$ cat config.mk
export PLATFORM = sky130hd
export DESIGN_NAME = tl_cmd_arbiter_flat
export DESIGN_NICKNAME = d
export VERILOG_FILES = /design/src/rtl/tl_cmd_if.sv /design/src/rtl/tl_cmd_arbiter.sv /design/src/flat_wrapper.sv
export SDC_FILE = /design/constraint.sdc
export NUM_CORES = 1
export LEC_CHECK = 0
export CORE_MARGIN = 8
export CORE_UTILIZATION = 65
export CTS_CLUSTER_DIAMETER = 50
export DETAILED_ROUTE_END_ITERATION = 7
export DONT_BUFFER_PORTS = 1
export PLACE_DENSITY = 0.81
export SKIP_CTS_REPAIR_TIMING = 1
export SLEW_MARGIN = 20
export SYNTH_ARGS = -nofsm -noshare
export SYNTH_HDL_FRONTEND = slang
export SYNTH_SLANG_ARGS = --single-unit
$ cat constraint.sdc
create_clock -name clk_i -period 3.4 [get_ports clk_i]
set_input_delay 0.17 -clock clk_i [delete_from_list [all_inputs] [get_ports clk_i]]
set_output_delay 0.17 -clock clk_i [all_outputs]
set_load 0.1 [all_outputs]
$ cat src/rtl/tl_cmd_if.sv
// Command-port bundle between the two requesters, the arbiter and the traffic-light controller.
// The arbiter connects through the slave modport; the surrounding environment uses master.
interface tl_cmd_if #(
   parameter int DATA_W = 16
) ();
   logic              s0_valid_i;
   logic              s0_ready_o;
   logic [2:0]        s0_cmd_type_i;
   logic [DATA_W-1:0] s0_cmd_data_i;
   logic              s1_valid_i;
   logic              s1_ready_o;
   logic [2:0]        s1_cmd_type_i;
   logic [DATA_W-1:0] s1_cmd_data_i;
   logic              cmd_valid_o;
   logic [2:0]        cmd_type_o;
   logic [DATA_W-1:0] cmd_data_o;
   logic              remote_locked_o;
   logic              bad_cmd_o;
   logic              rej_o;
   logic              busy_o;

   modport slave (
      input  s0_valid_i, s0_cmd_type_i, s0_cmd_data_i,
      input  s1_valid_i, s1_cmd_type_i, s1_cmd_data_i,
      output s0_ready_o, s1_ready_o,
      output cmd_valid_o, cmd_type_o, cmd_data_o,
      output remote_locked_o, bad_cmd_o, rej_o, busy_o
   );

   modport master (
      output s0_valid_i, s0_cmd_type_i, s0_cmd_data_i,
      output s1_valid_i, s1_cmd_type_i, s1_cmd_data_i,
      input  s0_ready_o, s1_ready_o,
      input  cmd_valid_o, cmd_type_o, cmd_data_o,
      input  remote_locked_o, bad_cmd_o, rej_o, busy_o
   );
endinterface

$ cat src/rtl/tl_cmd_arbiter.sv
// Round-robin arbiter sharing the traffic-light command port between the local panel (s0)
// and the remote link (s1), with a guard gap after each command and a remote lockout.
module tl_cmd_arbiter #(
   parameter int DATA_W     = 16,
   parameter int GAP_CYCLES = 4
) (
   input  logic     clk_i,
   input  logic     srst_n_i,
   tl_cmd_if.slave  bus
);

   typedef enum logic [1:0] {
      IDLE  = 2'd0,
      ISSUE = 2'd1,
      GAP   = 2'd2,
      DROP  = 2'd3
   } state_t;

   localparam logic [2:0] TYPE_TURN_ON  = 3'd0;
   localparam logic [2:0] TYPE_TURN_OFF = 3'd1;
   localparam logic [2:0] TYPE_ILLEGAL  = 3'd6;
   localparam logic [7:0] GAP_LOAD      = 8'(GAP_CYCLES);

   state_t            state_q, state_d;
   logic [7:0]        gap_cnt_q, gap_cnt_d;
   logic              last_grant_q, last_grant_d;
   logic              lock_q, lock_d;
   logic              cmd_valid_q, cmd_valid_d;
   logic [2:0]        cmd_type_q, cmd_type_d;
   logic [DATA_W-1:0] cmd_data_q, cmd_data_d;
   logic              bad_q, bad_d;
   logic              rej_q, rej_d;
   logic              busy_q, busy_d;

   logic              idle;
   logic              grant_s0;
   logic              grant_s1;
   logic              accept;
   logic [2:0]        sel_type;
   logic [DATA_W-1:0] sel_data;

   // Ties go to the requester that did not win last; reset leaves s1 as last winner.
   always_comb begin
      idle     = (state_q == IDLE) && srst_n_i;
      grant_s0 = idle && bus.s0_valid_i && (!bus.s1_valid_i || last_grant_q);
      grant_s1 = idle && bus.s1_valid_i && (!bus.s0_valid_i || !last_grant_q);
      accept   = grant_s0 || grant_s1;
      sel_type = grant_s1 ? bus.s1_cmd_type_i : bus.s0_cmd_type_i;
      sel_data = grant_s1 ? bus.s1_cmd_data_i : bus.s0_cmd_data_i;
   end

   always_comb begin
      state_d      = state_q;
      gap_cnt_d    = gap_cnt_q;
      last_grant_d = last_grant_q;
      lock_d       = lock_q;
      cmd_valid_d  = 1'b0;
      cmd_type_d   = cmd_type_q;
      cmd_data_d   = cmd_data_q;
      bad_d        = 1'b0;
      rej_d        = 1'b0;

      unique case (state_q)
         IDLE: begin
            if (accept) begin
               last_grant_d = grant_s1;
               if (sel_type >= TYPE_ILLEGAL) begin
                  bad_d   = 1'b1;
                  state_d = DROP;
               end else if (grant_s1 && lock_q) begin
                  rej_d   = 1'b1;
                  state_d = DROP;
               end else begin
                  cmd_valid_d = 1'b1;
                  cmd_type_d  = sel_type;
                  cmd_data_d  = sel_data;
                  state_d     = ISSUE;
                  // Only the local panel may lock or unlock the remote link.
                  if (grant_s0 && (sel_type == TYPE_TURN_OFF)) lock_d = 1'b1;
                  if (grant_s0 && (sel_type == TYPE_TURN_ON))  lock_d = 1'b0;
               end
            end
         end
         ISSUE: begin
            if (GAP_CYCLES == 0) begin
               state_d = IDLE;
            end else begin
               state_d   = GAP;
               gap_cnt_d = GAP_LOAD;
            end
         end
         GAP: begin
            gap_cnt_d = gap_cnt_q - 8'd1;
            if (gap_cnt_q <= 8'd1) state_d = IDLE;
         end
         DROP: begin
            state_d = IDLE;
         end
         default: begin
            state_d = IDLE;
         end
      endcase

      busy_d = (state_d != IDLE);
   end

   always_ff @(posedge clk_i) begin
      if (!srst_n_i) begin
         state_q      <= IDLE;
         gap_cnt_q    <= 8'd0;
         last_grant_q <= 1'b1;
         lock_q       <= 1'b0;
         cmd_valid_q  <= 1'b0;
         cmd_type_q   <= 3'd0;
         cmd_data_q   <= '0;
         bad_q        <= 1'b0;
         rej_q        <= 1'b0;
         busy_q       <= 1'b0;
      end else begin
         state_q      <= state_d;
         gap_cnt_q    <= gap_cnt_d;
         last_grant_q <= last_grant_d;
         lock_q       <= lock_d;
         cmd_valid_q  <= cmd_valid_d;
         cmd_type_q   <= cmd_type_d;
         cmd_data_q   <= cmd_data_d;
         bad_q        <= bad_d;
         rej_q        <= rej_d;
         busy_q       <= busy_d;
      end
   end

   assign bus.s0_ready_o      = grant_s0;
   assign bus.s1_ready_o      = grant_s1;
   assign bus.cmd_valid_o     = cmd_valid_q;
   assign bus.cmd_type_o      = cmd_type_q;
   assign bus.cmd_data_o      = cmd_data_q;
   assign bus.remote_locked_o = lock_q;
   assign bus.bad_cmd_o       = bad_q;
   assign bus.rej_o           = rej_q;
   assign bus.busy_o          = busy_q;

endmodule

$ cat src/flat_wrapper.sv
// flat-port wrapper written by rule: the top's interface ports become plain ports
module tl_cmd_arbiter_flat 
#(
   parameter int DATA_W     = 16,
   parameter int GAP_CYCLES = 4
)
  (clk_i, srst_n_i, bus_s0_valid_i, bus_s0_cmd_type_i, bus_s0_cmd_data_i, bus_s1_valid_i, bus_s1_cmd_type_i, bus_s1_cmd_data_i, bus_s0_ready_o, bus_s1_ready_o, bus_cmd_valid_o, bus_cmd_type_o, bus_cmd_data_o, bus_remote_locked_o, bus_bad_cmd_o, bus_rej_o, bus_busy_o);
  tl_cmd_if #(.DATA_W(DATA_W)) bus_i ();
  input  logic clk_i;
  input  logic srst_n_i;
  input wire logic [$bits(bus_i.s0_valid_i)-1:0] bus_s0_valid_i;
  input wire logic [$bits(bus_i.s0_cmd_type_i)-1:0] bus_s0_cmd_type_i;
  input wire logic [$bits(bus_i.s0_cmd_data_i)-1:0] bus_s0_cmd_data_i;
  input wire logic [$bits(bus_i.s1_valid_i)-1:0] bus_s1_valid_i;
  input wire logic [$bits(bus_i.s1_cmd_type_i)-1:0] bus_s1_cmd_type_i;
  input wire logic [$bits(bus_i.s1_cmd_data_i)-1:0] bus_s1_cmd_data_i;
  output wire logic [$bits(bus_i.s0_ready_o)-1:0] bus_s0_ready_o;
  output wire logic [$bits(bus_i.s1_ready_o)-1:0] bus_s1_ready_o;
  output wire logic [$bits(bus_i.cmd_valid_o)-1:0] bus_cmd_valid_o;
  output wire logic [$bits(bus_i.cmd_type_o)-1:0] bus_cmd_type_o;
  output wire logic [$bits(bus_i.cmd_data_o)-1:0] bus_cmd_data_o;
  output wire logic [$bits(bus_i.remote_locked_o)-1:0] bus_remote_locked_o;
  output wire logic [$bits(bus_i.bad_cmd_o)-1:0] bus_bad_cmd_o;
  output wire logic [$bits(bus_i.rej_o)-1:0] bus_rej_o;
  output wire logic [$bits(bus_i.busy_o)-1:0] bus_busy_o;
  assign bus_i.s0_valid_i = bus_s0_valid_i;
  assign bus_i.s0_cmd_type_i = bus_s0_cmd_type_i;
  assign bus_i.s0_cmd_data_i = bus_s0_cmd_data_i;
  assign bus_i.s1_valid_i = bus_s1_valid_i;
  assign bus_i.s1_cmd_type_i = bus_s1_cmd_type_i;
  assign bus_i.s1_cmd_data_i = bus_s1_cmd_data_i;
  assign bus_s0_ready_o = bus_i.s0_ready_o;
  assign bus_s1_ready_o = bus_i.s1_ready_o;
  assign bus_cmd_valid_o = bus_i.cmd_valid_o;
  assign bus_cmd_type_o = bus_i.cmd_type_o;
  assign bus_cmd_data_o = bus_i.cmd_data_o;
  assign bus_remote_locked_o = bus_i.remote_locked_o;
  assign bus_bad_cmd_o = bus_i.bad_cmd_o;
  assign bus_rej_o = bus_i.rej_o;
  assign bus_busy_o = bus_i.busy_o;
  tl_cmd_arbiter #(.DATA_W(DATA_W), .GAP_CYCLES(GAP_CYCLES)) u_core (.clk_i(clk_i), .srst_n_i(srst_n_i), .bus(bus_i));
endmodule
After elaboration in Yosys (flattened, before gate mapping) --
Cells that the tools add are included.
Cells by class: bitwise operators 5, order comparisons 2, add/sub/neg operators 1, multipliers 0, muxes and demuxes 13, equality and inequality tests 4, shift-type cells 0, divide/modulo/power cells 0, reductions and logical operators 24
Operator list (count):
- $mux W16 | 1
- $pmux W8 S2 | 1
- $le A8 B1 Y1 const B | 1
- $logic_and A1 B1 Y1 | 8
- $mux W2 | 4
- $pmux W2 S4 | 1
- $sub A8 B1 Y8 const B | 1
- $reduce_bool A2 Y1 | 3
- $mux W1 | 5
- $not A1 Y1 | 5
- $reduce_and A5 Y1 | 1
- $eq A2 B2 Y1 const B | 2
- $reduce_and A4 Y1 | 1
- $reduce_or A4 Y1 | 1
- $eq A3 B1 Y1 const B | 1
- $ge A3 B3 Y1 const B | 1
- $logic_not A1 Y1 | 3
- $logic_not A3 Y1 | 1
- $logic_or A1 B1 Y1 | 3
- $mux W3 | 1
- $reduce_and A3 Y1 | 1
- $eq A2 B1 Y1 const B | 1
- $logic_not A2 Y1 | 1
- $reduce_and A2 Y1 | 1
Storage, ports and cells: word-level logic and storage cells 59, memories kept 0, bits in writable memories 0, bits in latches 0, bits in read-only memories 0, bits of input ports 42, register bits 35

Depth between registers and ports, before layout --
word-level depth 10, depth in mapped cells 9, gate-level depth less buffers 6

Least setup slack after synthesis --
Ideal clock, no wire load.
path kind reg2reg, start register u_core.lock_q, in the netlist u_core.bus.remote_locked_o, end register u_core.cmd_data_q[10], in the netlist u_core.bus.cmd_data_o[10], path buffers 2, setup time 0.126 ns, cell stages (with the launch flop) 7, data arrival time 1.878 ns, period minus slack after synthesis 2.004 ns, path slack 1.396 ns, path through dfxtp_1 -> inv_1 -> a22o_1 -> buf_4 -> buf_2 -> a31oi_1 -> a211oi_2
On the way: word-level cells in the longest chain between the ends 3
Ends and longest elaborated chain:
- start, declared | RTL line tl_cmd_arbiter.sv:27 | logic lock_q, lock_d;
- start signal, assigned | RTL line tl_cmd_arbiter.sv:123 | lock_q <= lock_d;
- $logic_and A1 B1 Y1 | RTL line tl_cmd_arbiter.sv:70 | end else if (grant_s1 && lock_q) begin
- $not A1 Y1 (no source line)
- $reduce_and A4 Y1 (no source line)
- end signal, assigned | RTL line tl_cmd_arbiter.sv:126 | cmd_data_q <= cmd_data_d;
- end, declared | RTL line tl_cmd_arbiter.sv:30 | logic [DATA_W-1:0] cmd_data_q, cmd_data_d;
No other way between the ends. A chain may end at the register's enable or synchronous reset.

Final worst setup path --
start register u_core.state_q[1], end output bus_s0_ready_o
On the way: word-level cells in the longest chain between the ends 4
Ends and longest elaborated chain:
- start, declared | RTL line tl_cmd_arbiter.sv:24 | state_t state_q, state_d;
- start signal, assigned | RTL line tl_cmd_arbiter.sv:120 | state_q <= state_d;
- $logic_not A2 Y1 | RTL line tl_cmd_arbiter.sv:44 | idle = (state_q == IDLE) && srst_n_i;
- $logic_and A1 B1 Y1 | RTL line tl_cmd_arbiter.sv:44
- $logic_and A1 B1 Y1 (2 in series) | RTL line tl_cmd_arbiter.sv:45 | grant_s0 = idle && bus.s0_valid_i && (!bus.s1_valid_i || last_grant_q);
- end, declared | RTL line flat_wrapper.sv:17 | output wire logic [$bits(bus_i.s0_ready_o)-1:0] bus_s0_ready_o;
No other way between the ends.

==> metrics.md <==
| Metric | Value |
|---|---|
| Period Utilization, post-route | `0.6815` |
| Worst hold path class | `input pin to flip-flop` |
| Critical Path RT | `3.23 ns` |
| Cell count after synthesis | `185` |
| Hold Path End | `u_core.state_q[1]$_SDFF_PN0_` |
| Antenna Cells | `0` |
| Vias in the first global route | `1388` |
| Post-Syn Area per Cell | `10.13 um2` |
| Crit path DAT | `2.15 ns` |
| Fillers | `220` |
| WL final | `4.279 mm` |
| RSZ-0062 raised after global routing | `no` |
| Wire length per cell | `20.38 um` |
| Vias | `1400` |
| RePlAce Congestion | `0.8946` |
| Clk slew on worst S/H paths | `0.11 ns` |
| Fin Setup TNS | `0 ns` |
| Ys async rst share | `0` |
| Maximum clock frequency | `431.6 MHz` |
| Post-synthesis sequential area ratio | `0.3738` |
| Run status | `finished, violations left` |
| TritonCTS Sinks | `35` |
| Finish-stage setup viols | `0` |
| R2r startpoint | `u_core.state_q[1]$_SDFF_PN0_` |
| Failing checks | `hold timing` |
| CP endpoint kind | `output pin` |
| DIE AREA | `4858 um2` |
| Slew Viols, Final | `0` |
| Synth warnings | `0` |
| Vias per Instance | `6.667` |
| Area Growth Syn to Fin | `-0.4673%` |
| Clock Latency Late Sink | `0.35 ns` |
| CP Max Fanout | `25` |
| WHS | `-0.01837 ns` |
| Power Total | `1.977 mW` |
| Root buffer cell | `clkbuf_4` |
| Nets | `225` |
| Hold-critical path depth | `2` |
| Minimum clock period | `2.317 ns` |
| Number of flops mapped to enable cells by yosys | `0` |
| Multi-input logic area | `1002 um2` |
| Worst slew margin | `0.3211` |
| Worst slew pin tran | `1.017 ns` |
| Lkg Pwr | `0.6356 nW` |
| GRT Total Usage | `0.1677` |
| Die Y-Extent | `69.70 um` |
| Clock Skews | `0.007138 ns` |
| # port buffers | `0` |
| Most common cell after layout, fill and taps aside | `dfxtp_1` |
| Synth Net Count | `232` |
| Area leader, netlist | `dfxtp_1` |
| Hpwl dp | `3.132 mm` |
| Maximum clock path buffer count | `2` |
| H-Tree Depth | `2` |
| #FFs+latches synth | `35` |
| IO Count | `68` |
| Top cell type's share of synthesized area | `0.3738` |
| Routed Antenna Nets | `0` |
| Dominant cells by area after synthesis | `dfxtp_1 37%, a211oi_2 12%, mux2i_1 10%` |
| Startpoint types | `flip-flop` |
| Core Box Area | `2758 um2` |
| CTS tree | `done` |
| Reg area | `700.7 um2` |
| Most used DFF post-synth | `dfxtp_1` |
| Chip width | `69.70 um` |
| Peak VDD IR | `0.7466 mV` |
| GR Overflow Total | `0` |
| Crit Path Class | `flip-flop to output pin` |
| Commonest non-fill, non-tap cells in the layout | `35 x dfxtp_1, 19 x mux2i_1, 19 x a31oi_1` |
| Max-Cap Viols | `0` |
| Reg2reg setup slack | `1.24 ns` |
| DR DRC count | `0` |
| Initial antenna violation count | `0` |
| Pwr Density | `1060 nW/um2` |
| First-pass GRT wire length | `6.810 mm` |
| Mapped cell area | `1874 um2` |
| R2R cell count | `6` |
| Starting density of the core | `0.6797` |
| CTS Buf Count | `5` |
| Initial drt markers | `94` |
| Largest net degree at the start of global routing | `26` |
| Site row count | `19` |
| Critical R2R Capture | `u_core.bus.cmd_type_o[0]$_SDFFE_PN0P_` |
| Distinct cells, synth | `39` |
| TritonRoute pass-1 iters | `4` |
| Final hold violation count | `2` |
| Share of cells above drive strength 1 | `0.1844` |
| Min-delay src | `srst_n_i` |
-- worst max path at each step --
| stage | start | depth (start not counted) | to | slack [ns] |
|---|---|---|---|---|
| global route | u_core.state_q[1]$_SDFF_PN0_ | 5 | bus_s0_ready_o | 0.96 |
| CTS | u_core.state_q[1]$_SDFF_PN0_ | 5 | bus_s0_ready_o | 1.09 |
| floorplan | u_core.bus.remote_locked_o$_SDFFE_PN0P_ | 6 | u_core.bus.cmd_data_o[10]$_SDFFE_PN0P_ | 1.40 |
| finish | u_core.state_q[1]$_SDFF_PN0_ | 5 | bus_s0_ready_o | 1.08 |
| global placement | u_core.state_q[0]$_SDFF_PN0_ | 6 | u_core.bus.cmd_type_o[0]$_SDFFE_PN0P_ | 1.29 |
| detailed placement | u_core.state_q[0]$_SDFF_PN0_ | 6 | u_core.bus.cmd_type_o[0]$_SDFFE_PN0P_ | 1.25 |
-- per-layer routing --
layer / track usage / routed length [um] / vias up
li1: - / - / 667
met1: 0.1636 / 1633 / 672
met2: 0.3094 / 2262 / 57
met3: 0.06724 / 352 / 4
met4: 0.06027 / 31 / 0
met5: 0 / 0 / -
-- registers in the layout, indices dropped and copies added (netlist names) --
register                    cells
u_core.gap_cnt_q                8
u_core.last_grant_q             1
u_core.bus.bad_cmd_o            1
u_core.bus.busy_o               1
u_core.bus.cmd_type_o           3
u_core.state_q                  2
u_core.bus.cmd_valid_o          1
u_core.bus.rej_o                1
u_core.bus.cmd_data_o          16
u_core.bus.remote_locked_o      1
-- area by class of cell --
cell class | count | share of cell area
clock buffers | 7 | 0.03488
clock inverters | 1 | 0.004024
multi-input cells | 125 | 0.5372
inverters | 9 | 0.01811
flip-flops and latches | 35 | 0.3756
well taps | 31 | 0.02079
repair buffers | 2 | 0.009390
-- where the power goes --
part	total (mW)	internal (mW)	switching, mW	leakage, nW
logic	0.664	0.264	0.400	0.311
registers	1.04	0.521	0.524	0.288
clock network	0.269	0.121	0.148	0.0375
total	1.98	0.906	1.07	0.636
-- kinds of logic after synthesis --
group,after synthesis,synth area share
compound gates,59,0.2650
simple gates,36,0.1035
flops,35,0.3738
buf+inv,25,0.09145
mux,20,0.1095
xor+xnor,5,0.02337
fa+ha+maj,5,0.03338
-- critical path, cell delays in order, from the launching register on --
cell	delay [ns]
dfxtp_1	0.36
inv_1	0.10
ha_1	0.20
and2_4	0.31
nand3_1	0.18
inv_1	0.64
-- stage by stage --
step	instance area [um2]	hold slack [ns]	utilization	instances	setup WS, ns
2_1_floorplan	1874	0.3216	-	185	1.396
3_3_place_gp	1783	0.2567	0.6466	201	1.292
3_5_place_dp	1783	0.2545	0.6466	201	1.254
4_1_cts	1856	-0.1072	0.6729	209	1.093
5_1_grt	1866	0.003953	0.6765	210	0.9599
6_report	1866	-0.01837	0.6765	210	1.083
-- synthesized netlist by cell type (2+ instances only) --
cell type	number
o21ai_0	5
xor2_1	2
ha_1	5
mux2i_1	19
clkbuf_1	4
xnor2_1	3
buf_2	3
nand2b_1	2
nor4_1	2
nand3_1	2
o21ai_1	2
buf_4	3
nor2_1	13
inv_1	9
and2_4	2
dfxtp_1	35
nand2_1	6
buf_12	2
and3_1	2
buf_6	4
a211oi_1	2
a31oi_1	19
a211oi_2	18
a21oi_1	5
nand4_1	2
Power figures use the tool's default switching activity.
